$ cat config.mk
export PLATFORM = sky130hd
export DESIGN_NAME = sreg_frame_sched_flat
export DESIGN_NICKNAME = d
export VERILOG_FILES = /design/src/rtl/sreg_sched_pkg.sv /design/src/rtl/sreg_frame_sched_if.sv /design/src/rtl/rr_arb2.sv /design/src/rtl/sreg_frame_sched.sv /design/src/flat_wrapper.sv
export SDC_FILE = /design/constraint.sdc
export NUM_CORES = 1
export LEC_CHECK = 0
export CAP_MARGIN = 20
export CORE_ASPECT_RATIO = 1.4
export CORE_MARGIN = 10
export CORE_UTILIZATION = 49
export DETAILED_ROUTE_END_ITERATION = 8
export PLACE_DENSITY = 0.84
export SKIP_LAST_GASP = 1
export SLEW_MARGIN = 20
export SYNTH_ARGS = -nofsm -noshare
export SYNTH_HDL_FRONTEND = slang
export SYNTH_HIERARCHICAL = 1
export SYNTH_SLANG_ARGS = --single-unit
$ cat constraint.sdc
create_clock -name clk -period 4.35 [get_ports clk]
set_clock_uncertainty 0.15 [all_clocks]
set_input_delay 0.87 -clock clk [delete_from_list [all_inputs] [get_ports clk]]
set_output_delay 0.87 -clock clk [all_outputs]
set_load 0.01 [all_outputs]
$ cat src/rtl/sreg_sched_pkg.sv
// rtl/sreg_sched_pkg.sv - shared types and constants for the shift-register frame scheduler
//
// Contents:
//   WIDTH_DEF  default frame width / chain depth
//   state_t    scheduler FSM states
//   req_id_t   requester identifier (0 or 1)
//   cnt_w()    counter width helper, never returns less than 1 bit
package sreg_sched_pkg;

  localparam int WIDTH_DEF = 8;

  typedef enum logic [1:0] {
    ST_IDLE  = 2'd0,
    ST_SHIFT = 2'd1,
    ST_CHECK = 2'd2,
    ST_GAP   = 2'd3
  } state_t;

  typedef logic req_id_t;

  function automatic int cnt_w(input int n);
    return (n > 1) ? $clog2(n) : 1;
  endfunction

endpackage

$ cat src/rtl/sreg_frame_sched_if.sv
// rtl/sreg_frame_sched_if.sv - requester and chain signal bundle for sreg_frame_sched
//
// Signals:
//   req0_valid/req0_data/req0_ready  requester 0 byte handshake
//   req1_valid/req1_data/req1_ready  requester 1 byte handshake
//   sr_clr/sr_shift_en/sr_din        drive into the serial-in chain
//   sr_pout                          chain parallel output
//   done/done_data/done_id/done_err  frame completion report
//   busy                             scheduler not idle
// Modports:
//   master  requester / chain side
//   slave   scheduler side
interface sreg_frame_sched_if #(
  parameter int WIDTH = sreg_sched_pkg::WIDTH_DEF
) ();

  logic                     req0_valid;
  logic [WIDTH-1:0]         req0_data;
  logic                     req0_ready;
  logic                     req1_valid;
  logic [WIDTH-1:0]         req1_data;
  logic                     req1_ready;
  logic                     sr_clr;
  logic                     sr_shift_en;
  logic                     sr_din;
  logic [WIDTH-1:0]         sr_pout;
  logic                     done;
  logic [WIDTH-1:0]         done_data;
  sreg_sched_pkg::req_id_t  done_id;
  logic                     done_err;
  logic                     busy;

  modport master (
    output req0_valid, req0_data, req1_valid, req1_data, sr_pout,
    input  req0_ready, req1_ready, sr_clr, sr_shift_en, sr_din,
           done, done_data, done_id, done_err, busy
  );

  modport slave (
    input  req0_valid, req0_data, req1_valid, req1_data, sr_pout,
    output req0_ready, req1_ready, sr_clr, sr_shift_en, sr_din,
           done, done_data, done_id, done_err, busy
  );

endinterface

$ cat src/rtl/rr_arb2.sv
// rtl/rr_arb2.sv - two-way round-robin grant with last-grant memory
//
// Ports:
//   clk, res      clock, asynchronous active-low reset
//   en            arbitration allowed this cycle
//   valid0/1      requests
//   upd           a transfer completed this cycle; remember the winner
//   gnt0/1        combinational grants, at most one high
module rr_arb2
  import sreg_sched_pkg::*;
(
  input  logic clk,
  input  logic res,
  input  logic en,
  input  logic valid0,
  input  logic valid1,
  input  logic upd,
  output logic gnt0,
  output logic gnt1
);

  // Resets to 1 so requester 0 wins the first tie.
  req_id_t last_gnt;

  // A lone request always wins; on a tie the requester not served last wins.
  assign gnt0 = en & valid0 & (~valid1 | last_gnt);
  assign gnt1 = en & valid1 & (~valid0 | ~last_gnt);

  // Only a completed transfer moves the pointer, so a withdrawn request
  // leaves the fairness order untouched.
  always_ff @(posedge clk or negedge res) begin
    if (!res) begin
      last_gnt <= 1'b1;
    end else if (upd) begin
      last_gnt <= gnt1;
    end
  end

endmodule

$ cat src/rtl/sreg_frame_sched.sv
// rtl/sreg_frame_sched.sv - arbitrating serializer for an 8-bit SIPO shift-register chain
//
// Ports:
//   clk  clock, all state on rising edge
//   res  asynchronous active-low reset
//   bus  sreg_frame_sched_if.slave: two requester handshakes, chain drive
//        (sr_clr, sr_shift_en, sr_din), chain readback (sr_pout), frame
//        report (done, done_data, done_id, done_err) and busy
// Parameters:
//   WIDTH    frame width in bits, equal to chain depth
//   GAP_CYC  idle cycles enforced between frames (0 allowed)
module sreg_frame_sched
  import sreg_sched_pkg::*;
#(
  parameter int WIDTH   = WIDTH_DEF,
  parameter int GAP_CYC = 1
) (
  input  logic             clk,
  input  logic             res,
  sreg_frame_sched_if.slave bus
);

  localparam int              CW       = cnt_w(WIDTH);
  localparam int              GW       = cnt_w(GAP_CYC);
  localparam logic [CW-1:0]   CNT_LAST = CW'(WIDTH - 1);
  localparam int              GAP_LAST = (GAP_CYC > 0) ? GAP_CYC - 1 : 0;

  state_t           state;
  state_t           state_n;
  logic [CW-1:0]    cnt;
  logic [GW-1:0]    gap_cnt;
  logic [WIDTH-1:0] hold;
  req_id_t          owner;

  logic             done_q;
  logic [WIDTH-1:0] done_data_q;
  req_id_t          done_id_q;
  logic             done_err_q;

  logic             arb_en;
  logic             gnt0;
  logic             gnt1;
  logic             xfer;
  logic             gap_last;

  // Gating with res keeps ready and sr_clr low while reset is held even
  // if a requester is presenting valid.
  assign arb_en   = (state == ST_IDLE) & res;
  assign xfer     = gnt0 | gnt1;
  assign gap_last = (gap_cnt == GW'(GAP_LAST));

  rr_arb2 u_arb (
    .clk    (clk),
    .res    (res),
    .en     (arb_en),
    .valid0 (bus.req0_valid),
    .valid1 (bus.req1_valid),
    .upd    (xfer),
    .gnt0   (gnt0),
    .gnt1   (gnt1)
  );

  always_comb begin
    state_n = state;
    case (state)
      ST_IDLE:  if (xfer) state_n = ST_SHIFT;
      ST_SHIFT: if (cnt == CNT_LAST) state_n = ST_CHECK;
      ST_CHECK: state_n = (GAP_CYC > 0) ? ST_GAP : ST_IDLE;
      ST_GAP:   if (gap_last) state_n = ST_IDLE;
      default:  state_n = ST_IDLE;
    endcase
  end

  always_ff @(posedge clk or negedge res) begin
    if (!res) begin
      state       <= ST_IDLE;
      cnt         <= '0;
      gap_cnt     <= '0;
      hold        <= '0;
      owner       <= 1'b0;
      done_q      <= 1'b0;
      done_data_q <= '0;
      done_id_q   <= 1'b0;
      done_err_q  <= 1'b0;
    end else begin
      state  <= state_n;
      done_q <= 1'b0;
      case (state)
        ST_IDLE: begin
          if (xfer) begin
            // hold is the only source of the frame from here on, so the
            // requester may change or drop its data freely.
            hold  <= gnt1 ? bus.req1_data : bus.req0_data;
            owner <= gnt1;
            cnt   <= '0;
          end
        end
        ST_SHIFT: begin
          // Explicit terminal wrap keeps non-power-of-two widths in range.
          cnt <= (cnt == CNT_LAST) ? '0 : cnt + 1'b1;
        end
        ST_CHECK: begin
          done_q      <= 1'b1;
          done_data_q <= bus.sr_pout;
          done_id_q   <= owner;
          done_err_q  <= (bus.sr_pout != hold);
          gap_cnt     <= '0;
        end
        ST_GAP: begin
          gap_cnt <= gap_cnt + 1'b1;
        end
        default: ;
      endcase
    end
  end

  assign bus.req0_ready  = gnt0;
  assign bus.req1_ready  = gnt1;
  assign bus.sr_clr      = xfer;

  // Decoded purely from flops: MSB first, one bit per SHIFT cycle.
  assign bus.sr_shift_en = (state == ST_SHIFT);
  assign bus.sr_din      = (state == ST_SHIFT) & hold[CNT_LAST - cnt];

  assign bus.done        = done_q;
  assign bus.done_data   = done_data_q;
  assign bus.done_id     = done_id_q;
  assign bus.done_err    = done_err_q;
  assign bus.busy        = (state != ST_IDLE);

endmodule

$ cat src/flat_wrapper.sv
// flat-port wrapper written by rule: the top's interface ports become plain ports
module sreg_frame_sched_flat import sreg_sched_pkg::*;
#(
  parameter int WIDTH   = WIDTH_DEF,
  parameter int GAP_CYC = 1
)
  (clk, res, bus_req0_valid, bus_req0_data, bus_req1_valid, bus_req1_data, bus_sr_pout, bus_req0_ready, bus_req1_ready, bus_sr_clr, bus_sr_shift_en, bus_sr_din, bus_done, bus_done_data, bus_done_id, bus_done_err, bus_busy);
  sreg_frame_sched_if #(.WIDTH(WIDTH)) bus_i ();
  input  logic clk;
  input  logic res;
  input wire logic [$bits(bus_i.req0_valid)-1:0] bus_req0_valid;
  input wire logic [$bits(bus_i.req0_data)-1:0] bus_req0_data;
  input wire logic [$bits(bus_i.req1_valid)-1:0] bus_req1_valid;
  input wire logic [$bits(bus_i.req1_data)-1:0] bus_req1_data;
  input wire logic [$bits(bus_i.sr_pout)-1:0] bus_sr_pout;
  output wire logic [$bits(bus_i.req0_ready)-1:0] bus_req0_ready;
  output wire logic [$bits(bus_i.req1_ready)-1:0] bus_req1_ready;
  output wire logic [$bits(bus_i.sr_clr)-1:0] bus_sr_clr;
  output wire logic [$bits(bus_i.sr_shift_en)-1:0] bus_sr_shift_en;
  output wire logic [$bits(bus_i.sr_din)-1:0] bus_sr_din;
  output wire logic [$bits(bus_i.done)-1:0] bus_done;
  output wire logic [$bits(bus_i.done_data)-1:0] bus_done_data;
  output wire logic [$bits(bus_i.done_id)-1:0] bus_done_id;
  output wire logic [$bits(bus_i.done_err)-1:0] bus_done_err;
  output wire logic [$bits(bus_i.busy)-1:0] bus_busy;
  assign bus_i.req0_valid = bus_req0_valid;
  assign bus_i.req0_data = bus_req0_data;
  assign bus_i.req1_valid = bus_req1_valid;
  assign bus_i.req1_data = bus_req1_data;
  assign bus_i.sr_pout = bus_sr_pout;
  assign bus_req0_ready = bus_i.req0_ready;
  assign bus_req1_ready = bus_i.req1_ready;
  assign bus_sr_clr = bus_i.sr_clr;
  assign bus_sr_shift_en = bus_i.sr_shift_en;
  assign bus_sr_din = bus_i.sr_din;
  assign bus_done = bus_i.done;
  assign bus_done_data = bus_i.done_data;
  assign bus_done_id = bus_i.done_id;
  assign bus_done_err = bus_i.done_err;
  assign bus_busy = bus_i.busy;
  sreg_frame_sched #(.WIDTH(WIDTH), .GAP_CYC(GAP_CYC)) u_core (.clk(clk), .res(res), .bus(bus_i));
endmodule
==> results.yml <==
status:
  outcome: "finished, final reports clean"
critical_path:
  r2r_cells: 9
  cp.required_ns: 3.33
  worstSetupPathType: "input port to output port"
  crit_path_end_kind: "output port"
  crit_path_start: "res"
  worstPathArrival_ns: 2.63
  worst-path-max-fanout: 10
  r2r-start: "u_core/state[0]"
  start_kind: "input port"
clock_network:
  cts_setup_buffers: 0
  cts_hold_buf: 0
  numCtsBuffers: 3
  htree_levels: 1
  cts_resized: 0
  clk_pin_slew_ns: 0.09
  root_buffer: "clkbuf_8"
  cts_tree: "done"
  clk_latency_ns: 0.27
  cts.path.max_buffers: 2
  cts_num_sinks: 27
power_and_ir_drop:
  power_switching_uw: 445
  combPwrFrac_pct: 51.7
  leakagePower_uw: 0.000842
  swShare_pct: 36.2
  p_per_area_mw_per_mm2: 627
  pwr-share-seq_pct: 37.0
  total_power_uw: 1230
  p_clk_share_pct: 11.3
  p_int_uw: 784
  ir_worst_vdd_uv: 374
floorplan:
  fp.dieArea_sq_mm: 0.00550
  start_util_pct: 50.5
  pin_count: 45
  coreArea_sq_mm: 0.00282
  fp-row-count: 23
  dieWidth_um: 65.6
  die_h_um: 83.8
route:
  wl_um: 4040
  drt-initial-drc-count: 57
  via_per_inst: 5.70
  drc_errors: 0
  ant_nets: 0
  drtPass1Iterations: 4
  wl_per_cell_um: 19.4
  via_count: 1185
sta:
  worst_slew_pin_slew_ns: 0.620
  finalSetupViolCount: 0
  fmax_mhz: 274
  finalCritPeriodShare_pct: 83.9
  hold_viol: 0
  fin_tns_setup_ns: 0
  rsz0062_at_grt: "false"
  period_minus_slack_ns: 3.65
  relSlewSlack_pct: 58.6
  finalMaxSlewViolations: 0
placed_design:
  hpwl_um: 3220
  place_congestion: 0.885
  io_buffers: 44
  post-place-cells: 204
yosys:
  netlist_area_sq_mm: 0.00143
  synth_enable_flop_cells: 0
  ys_ff_latch: 27
  yosysTopAreaCellShare_pct: 45.7
  netlist_top_cells_area: "dfrtp_1 46%, mux2_2 7.9%, ha_1 6.1%, xor2_1 4.9%, mux4_2 3.2%"
  ys.flop_type: "dfrtp_1"
  synth_cell_types: 31
  avgSynthCellArea_sq_um: 11.5
  synth.largest_area_cell: "dfrtp_1"
  syn-num-nets: 159
  synth-warning-count: 6
  synth.yosys.seq_area_share_pct: 47.5
  async_reset_ff_share_pct: 100
  synth_cells: 124
final_layout:
  antenna_cells: 0
  instances_no_fill: 208
  n_fill_cell: 226
  ff_latch_area_sq_um: 677
  syn_to_final_growth_pct: 37.5
  final_layout_size_suffix_gt1_share_pct: 17.5
  final_common_cell: "clkdlybuf4s50_1"
  multi_input_area_sq_um: 712
  most-common-layout-cells: "44 x clkdlybuf4s50_1, 26 x dfrtp_1, 10 x mux2_2, 8 x nand2_1, 8 x xor2_1"
  final_nets: 207
  finish.utilization_pct: 69.5
global_routing:
  grt_pass1_wl_um: 6510
  grtUsageTotal_pct: 15.0
  antenna_found_initial: 0
  grt_pass1_vias: 1307
  overflow: 0
  grt_start_max_net_pins: 28
worst_hold_path:
  hp-class: "register to register"
  worstHoldPathCells: 1
  min_from: "u_core/bus.done_data[1]"
flow_run:
  maxCapViolCount: 0
## logic make-up after synthesis
family / share of synthesized area (%)
mux: 13.5
xor+xnor: 4.92
simple gates: 10.8
buf+inv: 2.55
compound gates: 14.6
fa+ha+maj: 6.15
flops: 47.5
## worst paths after layout
| check | endpoint | slack [ns] |
|---|---|---|
| setup / recovery | bus_sr_clr | 0.70 |
| hold / removal | u_core/bus.done_data[1] | 0.37 |
| setup reg to reg | u_core/state[1] | 1.73 |
| hold reg to reg | u_core/bus.done_data[1] | 0.37 |
| max in group asynchronous | u_core/u_arb/last_gnt | 2.86 |
| min in group asynchronous | u_core/bus.done_err | 0.89 |
## critical path, cell delays in order
cell,delay (ns)
clkdlybuf4s50_1,0.45
and2_1,0.20
and3_2,0.24
or2_2,0.37
clkdlybuf4s50_1,0.50
## flip-flops by register name (all words and copies together), names as in the netlist
signal	flops
u_core/bus.done_err	1
u_core/state	2
u_core/u_arb/last_gnt	1
u_core/bus.done	1
u_core/owner	1
u_core/bus.done_data	8
u_core/bus.done_id	1
u_core/hold	8
u_core/gap_cnt	1
u_core/cnt	3
## metrics by stage
stage	worst slack [ns]	cell area [sq um]	hold WS, ns
6_report	0.698	1960	0.369
5_1_grt	0.652	1960	0.376
4_1_cts	0.703	1960	0.370
3_5_place_dp	0.710	1910	0.345
3_3_place_gp	0.742	1910	0.319
2_1_floorplan	1.45	1430	0.291
## cells in the mapped netlist, types with 2 or more instances
library cell,number
buf_2,2
o22ai_1,6
a31oi_1,6
ha_1,7
a21oi_1,5
nand2_1,8
xor2_1,8
mux2i_1,2
inv_1,6
mux4_2,2
nor2_1,5
o2bb2ai_1,5
a22oi_1,2
o21ai_0,4
and2_2,5
dfrtp_1,26
nor4_1,2
mux2_2,10
## area by class of cell
type,instances,area share [%]
inverter,6,1.15
tap,37,2.36
multi-input combinational,88,36.3
clock buffer,3,2.11
timing repair buffer,46,23.2
sequential,27,34.5
clock inverter,1,0.255
## power groups by stage
stage	clock, uW	sequential, uW	combinational [uW]
4_1_cts	141	451	642
3_5_place_dp	0	458	637
6_report	139	454	636
5_1_grt	156	464	697
3_3_place_gp	0	446	610
2_1_floorplan	0	457	373
## routing by layer
| layer | part of all wire, % | GRT usage (%) |
|---|---|---|
| met5 | 0 | 0 |
| met4 | 1.1 | 4.69 |
| met3 | 4.3 | 2.15 |
| met2 | 59 | 29.5 |
| met1 | 35 | 15.0 |
No activity file was read; power rests on OpenSTA's default activity.
